File: config.mk
export PLATFORM = sky130hd
export DESIGN_NAME = ifu_fetch
export DESIGN_NICKNAME = d
export VERILOG_FILES = /design/src/rtl/ifu_fetch_pkg.sv /design/src/rtl/ifu_fetch_fifo.sv /design/src/rtl/ifu_fetch.sv
export SDC_FILE = /design/constraint.sdc
export NUM_CORES = 1
export LEC_CHECK = 0
export CORE_MARGIN = 3
export CORE_UTILIZATION = 47
export DETAILED_ROUTE_END_ITERATION = 8
export PLACE_DENSITY = 0.76
export SLEW_MARGIN = 20
export SYNTH_ARGS = -nofsm -noshare
export SYNTH_HDL_FRONTEND = slang
export SYNTH_SLANG_ARGS = --single-unit
File: constraint.sdc
create_clock -name clk -period 5.36 [get_ports clk]
set_clock_uncertainty 0.15 [all_clocks]
set_input_delay 1.072 -clock clk [delete_from_list [all_inputs] [get_ports clk]]
set_output_delay 1.072 -clock clk [all_outputs]
set_load 0.01 [all_outputs]
File: src/rtl/ifu_fetch_pkg.sv
// Shared constants and helpers for the instruction fetch stage.
package ifu_fetch_pkg;

    localparam logic [31:0] NOP_INSTR      = 32'h0000_0013;
    localparam logic [31:0] RESET_PC_DEF   = 32'h0000_0000;
    localparam int unsigned DATA_WIDTH_DEF = 32;
    localparam int unsigned PC_WIDTH_DEF   = 32;

    // Bits needed to hold a count from 0 up to and including n.
    function automatic int unsigned cnt_width(input int unsigned n);
        return $clog2(n + 1);
    endfunction

endpackage

File: src/rtl/ifu_fetch_fifo.sv
// Prefetch FIFO of {pc, instr} pairs; flush outranks push, head is register-driven.
module fetch_fifo
    import ifu_fetch_pkg::*;
#(
    parameter int unsigned DATA_WIDTH = DATA_WIDTH_DEF,
    parameter int unsigned PC_WIDTH   = PC_WIDTH_DEF,
    parameter int unsigned DEPTH      = 2
) (
    input  logic                           i_clk,
    input  logic                           i_rst,
    input  logic                           i_flush,
    input  logic                           i_push,
    input  logic [PC_WIDTH-1:0]            i_push_pc,
    input  logic [DATA_WIDTH-1:0]          i_push_instr,
    input  logic                           i_pop,
    output logic [$clog2(DEPTH+1)-1:0]     o_count,
    output logic                           o_empty,
    output logic [PC_WIDTH-1:0]            o_head_pc,
    output logic [DATA_WIDTH-1:0]          o_head_instr
);

    localparam int unsigned AW = $clog2(DEPTH);
    localparam int unsigned CW = cnt_width(DEPTH);

    logic [PC_WIDTH-1:0]   r_pc    [DEPTH];
    logic [DATA_WIDTH-1:0] r_instr [DEPTH];
    logic [AW-1:0]         r_wptr;
    logic [AW-1:0]         r_rptr;
    logic [CW-1:0]         r_count;

    logic w_full;
    logic w_pop;
    logic w_push;

    assign w_full = (r_count == CW'(DEPTH));
    assign w_pop  = i_pop && (r_count != '0);
    // A push into a full FIFO is only taken when the head leaves in the same cycle.
    assign w_push = i_push && (!w_full || w_pop);

    always_ff @(posedge i_clk) begin
        if (i_rst || i_flush) begin
            r_wptr  <= '0;
            r_rptr  <= '0;
            r_count <= '0;
        end else begin
            if (w_push) begin
                r_pc[r_wptr]    <= i_push_pc;
                r_instr[r_wptr] <= i_push_instr;
                r_wptr          <= r_wptr + 1'b1;
            end
            if (w_pop) begin
                r_rptr <= r_rptr + 1'b1;
            end
            r_count <= r_count + CW'(w_push) - CW'(w_pop);
        end
    end

    assign o_count      = r_count;
    assign o_empty      = (r_count == '0);
    assign o_head_pc    = r_pc[r_rptr];
    assign o_head_instr = r_instr[r_rptr];

    a_no_overflow: assert property (@(posedge i_clk) disable iff (i_rst || i_flush)
        !(i_push && w_full && !w_pop));

endmodule

File: src/rtl/ifu_fetch.sv
// Fetch stage: owns the PC, issues in-order imem requests under credit limits,
// drops responses orphaned by redirects and buffers the rest for decode.
module ifu_fetch
    import ifu_fetch_pkg::*;
#(
    parameter int unsigned          DATA_WIDTH      = DATA_WIDTH_DEF,
    parameter int unsigned          PC_WIDTH        = PC_WIDTH_DEF,
    parameter logic [PC_WIDTH-1:0]  RESET_PC        = PC_WIDTH'(RESET_PC_DEF),
    parameter int unsigned          FIFO_DEPTH      = 2,
    parameter int unsigned          MAX_OUTSTANDING = 2
) (
    input  logic                  clk,
    input  logic                  rst,
    output logic                  imem_req_valid,
    input  logic                  imem_req_ready,
    output logic [PC_WIDTH-1:0]   imem_req_addr,
    input  logic                  imem_rsp_valid,
    input  logic [DATA_WIDTH-1:0] imem_rsp_data,
    input  logic                  redirect_valid,
    input  logic [PC_WIDTH-1:0]   redirect_pc,
    output logic                  id_valid,
    input  logic                  id_ready,
    output logic [DATA_WIDTH-1:0] id_instr,
    output logic [PC_WIDTH-1:0]   id_pc
);

    localparam int unsigned OW = cnt_width(MAX_OUTSTANDING);
    localparam int unsigned FW = cnt_width(FIFO_DEPTH);

    logic [PC_WIDTH-1:0]   r_fetch_pc;
    logic [PC_WIDTH-1:0]   r_rsp_pc;
    logic [OW-1:0]         r_live_cnt;
    logic [OW-1:0]         r_drop_cnt;

    logic [FW-1:0]         w_fifo_count;
    logic                  w_fifo_empty;
    logic [PC_WIDTH-1:0]   w_head_pc;
    logic [DATA_WIDTH-1:0] w_head_instr;
    logic [PC_WIDTH-1:0]   w_redirect_pc;
    logic                  w_credit_ok;
    logic                  w_req_fire;
    logic                  w_drop_rsp;
    logic                  w_push;
    logic                  w_pop;

    assign w_redirect_pc = redirect_pc & ~PC_WIDTH'(3);

    // Live requests reserve FIFO slots; dropped ones still occupy the memory pipe.
    assign w_credit_ok = (32'(r_live_cnt) + 32'(w_fifo_count) < 32'(FIFO_DEPTH)) &&
                         (32'(r_live_cnt) + 32'(r_drop_cnt)   < 32'(MAX_OUTSTANDING));

    assign imem_req_valid = !rst && !redirect_valid && w_credit_ok;
    assign imem_req_addr  = r_fetch_pc;
    assign w_req_fire     = imem_req_valid && imem_req_ready;

    assign w_drop_rsp = imem_rsp_valid && (r_drop_cnt != '0);
    assign w_push     = !rst && !redirect_valid && imem_rsp_valid && (r_drop_cnt == '0);

    assign id_valid = !rst && !redirect_valid && !w_fifo_empty;
    assign w_pop    = id_valid && id_ready;
    assign id_instr = (rst || w_fifo_empty) ? DATA_WIDTH'(NOP_INSTR) : w_head_instr;
    assign id_pc    = (rst || w_fifo_empty) ? '0 : w_head_pc;

    always_ff @(posedge clk) begin
        if (rst) begin
            r_fetch_pc <= RESET_PC;
            r_rsp_pc   <= RESET_PC;
            r_live_cnt <= '0;
            r_drop_cnt <= '0;
        end else if (redirect_valid) begin
            r_fetch_pc <= w_redirect_pc;
            r_rsp_pc   <= w_redirect_pc;
            r_live_cnt <= '0;
            // Everything still in the memory pipe is now stale, minus this cycle's arrival.
            r_drop_cnt <= r_live_cnt + r_drop_cnt - OW'(imem_rsp_valid);
        end else begin
            if (w_req_fire) begin
                r_fetch_pc <= r_fetch_pc + PC_WIDTH'(4);
            end
            if (w_push) begin
                r_rsp_pc <= r_rsp_pc + PC_WIDTH'(4);
            end
            r_live_cnt <= r_live_cnt + OW'(w_req_fire) - OW'(w_push);
            if (w_drop_rsp) begin
                r_drop_cnt <= r_drop_cnt - 1'b1;
            end
        end
    end

    fetch_fifo #(
        .DATA_WIDTH (DATA_WIDTH),
        .PC_WIDTH   (PC_WIDTH),
        .DEPTH      (FIFO_DEPTH)
    ) u_fifo (
        .i_clk        (clk),
        .i_rst        (rst),
        .i_flush      (redirect_valid),
        .i_push       (w_push),
        .i_push_pc    (r_rsp_pc),
        .i_push_instr (imem_rsp_data),
        .i_pop        (w_pop),
        .o_count      (w_fifo_count),
        .o_empty      (w_fifo_empty),
        .o_head_pc    (w_head_pc),
        .o_head_instr (w_head_instr)
    );

endmodule
* After elaboration in Yosys (flattened, before gate mapping)
Memories as Yosys holds them, arrays and structs flattened. A register that Yosys moved wholly into a read port is not among the register bits.
Cells that the tools add are included.
Widths: inputs -> output; s select.
** Cells by class
- Reduce and logical (&&, ||, !) cells :: 26
- Mux-type cells :: 15
- Add/sub/neg operators :: 13
- Equal/unequal tests :: 1
- Divide/modulo/power cells :: 0
- Bitwise gates (word level) :: 0
- Shift operators :: 0
- $mul :: 0
- Order comparisons :: 2
** Operators with widths (count)
- $mux 32 :: 6
- $add 32x3->32 const B :: 2
- $logic_and 1x1->1 :: 11
- $reduce_bool 2->1 :: 5
- $mux 1 :: 7
- $add 2x2->3 :: 2
- $lt 3x2->1 const B :: 2
- $sub 2x1->2 :: 3
- $add 2x1->2 :: 2
- $logic_not 1->1 :: 4
- $logic_not 2->1 :: 2
- $mux 2 :: 2
- $logic_or 1x1->1 :: 3
- $add 1x1->1 const B :: 2
- $add 2x2->2 :: 1
- $eq 2x2->1 const B :: 1
- $reduce_or 2->1 :: 1
- $sub 2x1->2 const B :: 1
** Storage, ports and cells
- Word-level logic and storage cells :: 68
- Latch bits :: 0
- Bits in writable memories :: 128
- ROM bits :: 0
- Output and inout port bits :: 98
- Memories kept :: 2
- Flip-flop bits (word level) :: 72
- Input bits :: 70
** Memories
- u_fifo.r_instr :: depth 2, width 32, rd ports 1, clocked after Yosys merged registers in 1, write ports 1, RTL line ifu_fetch_fifo.sv:26 : logic [DATA_WIDTH-1:0] r_instr [DEPTH];
- u_fifo.r_pc :: depth 2, width 32, rd ports 1, clocked after Yosys merged registers in 1, write ports 1, RTL line ifu_fetch_fifo.sv:25 : logic [PC_WIDTH-1:0] r_pc [DEPTH];

* Longest topological paths before layout
- Depth in word-level cells :: 10
- Gate-level depth with buffers :: 13
- Gate-level depth less buffers :: 11

* By module
Synthesis repeated with hierarchy kept, for this count alone.
** Unflattened totals
- Cell total of the unflattened synthesis :: 734
- Area total of the unflattened synthesis :: 9039.9 sq um
** Modules (own cells, without submodules)
- fetch_fifo :: instances 1, area an instance 4892.2 sq um, cells each 227, sequential area each 3943.8 sq um
- ifu_fetch :: instances 1, area an instance 4147.7 sq um, cells each 507, sequential area each 1281.2 sq um

* Worst setup path after synthesis
Ideal clock, no wire load.
- Path type :: input-to-reg
- From :: input port rst
- To :: memory u_fifo.r_instr[0][0] (netlist bit), enable pin
- Arrival time :: 4634 ps
- Stages on the path :: 5
- Setup time :: 482 ps
- Buffers on the path :: 1
- Setup slack :: 93 ps
- Data required time :: 4728 ps
- Cell sequence :: o21bai_1 > clkbuf_1 > nor3b_1 > o21ai_0 > nor2_1
** Between the ends
- Word-level cells in the longest chain between the ends :: 10
- Elaborated cells on any way between the ends :: 13
- Those cells by class :: mux: 3; reduce/logical: 10
** RTL lines
- start, declared :: RTL line ifu_fetch.sv:13 : input logic rst,
- $logic_not 1->1 :: RTL line ifu_fetch.sv:59 : assign id_valid = !rst && !redirect_valid && !w_fifo_empty;
- $logic_and 1x1->1 (2 in series) :: RTL line ifu_fetch.sv:59
- $logic_and 1x1->1 :: RTL line ifu_fetch.sv:60 : assign w_pop = id_valid && id_ready;
- $logic_and 1x1->1 :: RTL line ifu_fetch_fifo.sv:36 : assign w_pop = i_pop && (r_count != '0);
- net u_fifo.w_pop :: RTL line ifu_fetch_fifo.sv:32 : logic w_pop;
- $logic_or 1x1->1 :: RTL line ifu_fetch_fifo.sv:38 : assign w_push = i_push && (!w_full || w_pop);
- $logic_and 1x1->1 :: RTL line ifu_fetch_fifo.sv:38
- $mux 1 :: RTL line ifu_fetch_fifo.sv:46 : if (w_push) begin
- $mux 1 :: RTL line ifu_fetch_fifo.sv:41 : if (i_rst || i_flush) begin
- $mux 1 (not written as such) :: RTL line ifu_fetch_fifo.sv:48 : r_instr[r_wptr] <= i_push_instr;
- end, declared :: RTL line ifu_fetch_fifo.sv:26
The timed path passes the listed nets, and every way through them passes these cells.

* Worst setup path after layout
- From :: input port rst
- To :: output port id_instr[4]
** Between the ends
- Word-level cells in the longest chain between the ends :: 2
** RTL lines
- $logic_or 1x1->1 :: RTL line ifu_fetch.sv:61 : assign id_instr = (rst || w_fifo_empty) ? DATA_WIDTH'(NOP_INSTR) : w_head_instr;
- $mux 32 :: RTL line ifu_fetch.sv:61
- end, declared :: RTL line ifu_fetch.sv:23 : output logic [DATA_WIDTH-1:0] id_instr,
Every way passes these cells.

==> metrics.txt <==
global routing usage on met1=0.290; internal power=0.00265 W; Worst path max stage delay=470 ps; Syn. warnings=0; top fanout value on the critical path=34; clock buffer count from CTS=17; post_cts resized=0; slowest library cell on the worst path=clkdlybuf4s50_1; number of vias per cell after detailed routing=5.68; share of synthesized flip-flops with an asynchronous set or reset=0; crit path from=rst; Post-Place Cells=1,129; Max Root-Sink Buffers=2; initial core utilization=0.480; Detailed Routing Iterations Pass 1=5; average detailed-routed wire length per instance=17.6 um; Yosys cell types=64; number of diodes added for antenna fixing=0; clock tree from TritonCTS=yes; last element of the critical path=id_instr[4]; Hold Violations, Final=0; number of buffers inserted for hold repair after clock tree synthesis=0; Highest Clock Rate=256 MHz; Top Ports=168; share of total power in sequential cells=0.499; global-route wire length before repair=32,400 um; multi-input gate area in the final layout=3340 um^2; reported net switching power=0.000732 W; status=finished clean; most used flip-flop cell after synthesis=edfxtp_1; CP endpoint kind=output pin; placed cell area=10,500 um^2; CP Data Arrival Time=2690 ps; GR met3 Demand/Resource=0.0474; Synth Instances=773; power after layout=0.00338 W; Fillers=1,435; logic depth of the worst register-to-register path=12; wire length after detailed routing=20,400 um; cell area after synthesis=8690 um^2; number of buffer cells added on primary ports=161; register area=5110 um^2; antenna violations before repair=0; power share of the clock group=0.421; number of max-cap violations=0; GPL Wtd Cong=0.887; final-report setup violation count=0; DRC violation count after routing=0; FF-to-FF setup slack=2170 ps; total stage count of the critical path=5; max-slew violations=0; Tot GR Track Use=0.202; total via count after detailed routing=6,591; family with the most delay on the worst path=buffers and inverters; cells along the critical path=buf_2 > o21bai_4 > buf_4 > a211o_1 > clkdlybuf4s50_1; share of synthesized area occupied by flip-flops and latches=0.588; final std cells w/o fill=1,161; largest net degree at the start of global routing=66; nature of the critical path startpoint=primary input; kind of critical path=primary input to output pin; buffer type at the clock tree root=clkbuf_16; Worst IR Drop VDD=231 uV; synthesis-to-finish area growth=28.6%; EDFF count, synth=124; switch share=0.217; area of the die=20,200 um^2; biggest area contributors in the synthesized netlist=edfxtp_1, dfxtp_1, mux2i_1, nor2_1, nand2_1; Final TNS setup=0 ps; Crit path buffers/inverters=3; Worst slew margin=0.263; horizontal die dimension=142 um; slew at the pin closest to its max-slew limit=1100 ps; class of the tightest hold or removal check=register to register; minimum clock period after layout=3910 ps; level count of the clock H-tree=4; post-route clock period utilization=0.729; synthesized area divided by synthesized cell count=11.2 um^2; NumNets Final=1,001; utilization after layout=0.618; setup repair after global routing missed its margin=false; detailed router's first-iteration violation count=465; static leakage=3.67 nW; total of flip-flops plus latches after synthesis=193; cell row count=49; grt met2 use=0.312; routing layer with the top usage in global route=met2; vias in the first global route=6,268; reg-to-reg endpoint=r_live_cnt[1]; fraction of layout cells with a size suffix above 1=0.0697; Remaining Overflow, GRT=0; R2R Path Start=u_fifo.o_count[0]; critical path data required time=4140 ps; total half-perimeter wirelength after legalization and detailed placement=13,600 um; CTS sink cnt=193; post-route standard cell area excluding fillers=11,200 um^2; number of buffers inserted by post-CTS setup repair=0; die height=142 um; Core Area=18,100 um^2; proportion of netlist area held by the largest area contributor=0.429; cell type with the largest total area after synthesis=edfxtp_1; post-detailed-route count of antenna-violating nets=0; Power Dens Cells=302 nW/um^2; combinational share of power=0.080; Worst-path clk slew=70 ps; Worst-Skew Late Latency=430 ps
## cell families after synthesis
kind of cell               share of synthesized area
buffers and inverters                         0.0324
other                                       0.000432
adders and majority gates                     0.0190
DFF                                            0.588
muxes                                         0.0782
and+or+nand+nor                                0.166
xor gates and xnor gates                      0.0222
AOI/OAI and AO/OA                             0.0940
## stage by stage
| stage | hold slack (ps) | setup slack [ps] |
|---|---|---|
| floorplan | 284 | 93.0 |
| global placement | 331 | 1380 |
| detailed placement | 340 | 1330 |
| CTS | 366 | 1430 |
| global route | 378 | 1280 |
| finish | 360 | 1450 |
## cell usage in the layout, fill, tap and decap left out, drive strengths merged, types with 3 or more instances in the layout
cell type / instances
clkdlybuf4s50: 160
edfxtp: 124
nor2: 104
dfxtp: 69
mux2i: 60
nand2: 59
nand4: 31
a21oi: 30
a31oi: 29
o21ai: 26
nand3: 20
inv: 20
clkbuf: 19
xnor2: 12
nor4: 12
and2: 11
and3: 11
xor2: 10
ha: 10
buf: 10
nor3: 9
or3: 9
a211oi: 9
mux2: 7
bufinv: 6
nor2b: 5
o311ai: 5
or4: 5
conb: 4
o31a: 4
a211o: 3
o21a: 3
clkinvlp: 3
o21bai: 3
clkinv: 3
## synth_stat cells (10+ instances only)
library cell / number
edfxtp_1: 124
nor2_1: 104
dfxtp_1: 69
mux2i_1: 60
nand2_1: 59
a21oi_1: 30
a31oi_1: 29
nand4_1: 29
clkbuf_1: 28
o21ai_0: 26
nand3_1: 20
inv_1: 18
xnor2_1: 12
and2_1: 11
and3_1: 11
ha_1: 10
xor2_1: 10
## cell type report
cell class                      instances  area share
Sequential cell                       193       0.457
Inverter                               19     0.00638
Clock inverter                         13      0.0209
Timing Repair Buffer                  170       0.152
Multi-Input combinational cell        518       0.299
Clock buffer                           19      0.0388
Tap cell                              229      0.0256
## sequential cells by signal, indices dropped and copies added (netlist names), named ones only
name            count
u_fifo.r_rptr       1
r_drop_cnt          2
u_fifo.r_pc        60
r_live_cnt          2
u_fifo.o_count      2
imem_req_addr      30
u_fifo.r_wptr       1
u_fifo.r_instr     64
r_rsp_pc           30
## worst min path at each step
| stage | start | to | slack [ps] | cells past startpoint |
|---|---|---|---|---|
| 2_1_floorplan | r_rsp_pc[31] | u_fifo.r_pc[0][31] | 280 | 0 |
| 3_3_place_gp | r_rsp_pc[31] | u_fifo.r_pc[0][31] | 330 | 0 |
| 3_5_place_dp | r_rsp_pc[31] | u_fifo.r_pc[1][31] | 340 | 0 |
| 4_1_cts | r_rsp_pc[18] | u_fifo.r_pc[1][18] | 370 | 0 |
| 5_1_grt | r_rsp_pc[18] | u_fifo.r_pc[0][18] | 380 | 0 |
| 6_report | r_rsp_pc[18] | u_fifo.r_pc[1][18] | 360 | 0 |
## power groups by stage
stage | Sequential, W | Clock (W) | Combinational [W]
6_report | 0.00169 | 0.00142 | 0.000269
5_1_grt | 0.00169 | 0.00150 | 0.000296
4_1_cts | 0.00169 | 0.00144 | 0.000270
3_5_place_dp | 0.00172 | 0 | 0.000268
3_3_place_gp | 0.00171 | 0 | 0.000262
2_1_floorplan | 0.00171 | 0 | 0.000137
## per-layer routing
layer  vias up  part of all wire
met5         -                 0
met2       285              0.45
met4         0             0.014
li1       3149                 -
met3        25             0.082
met1      3132              0.46
(Power assumes the default switching activity.)
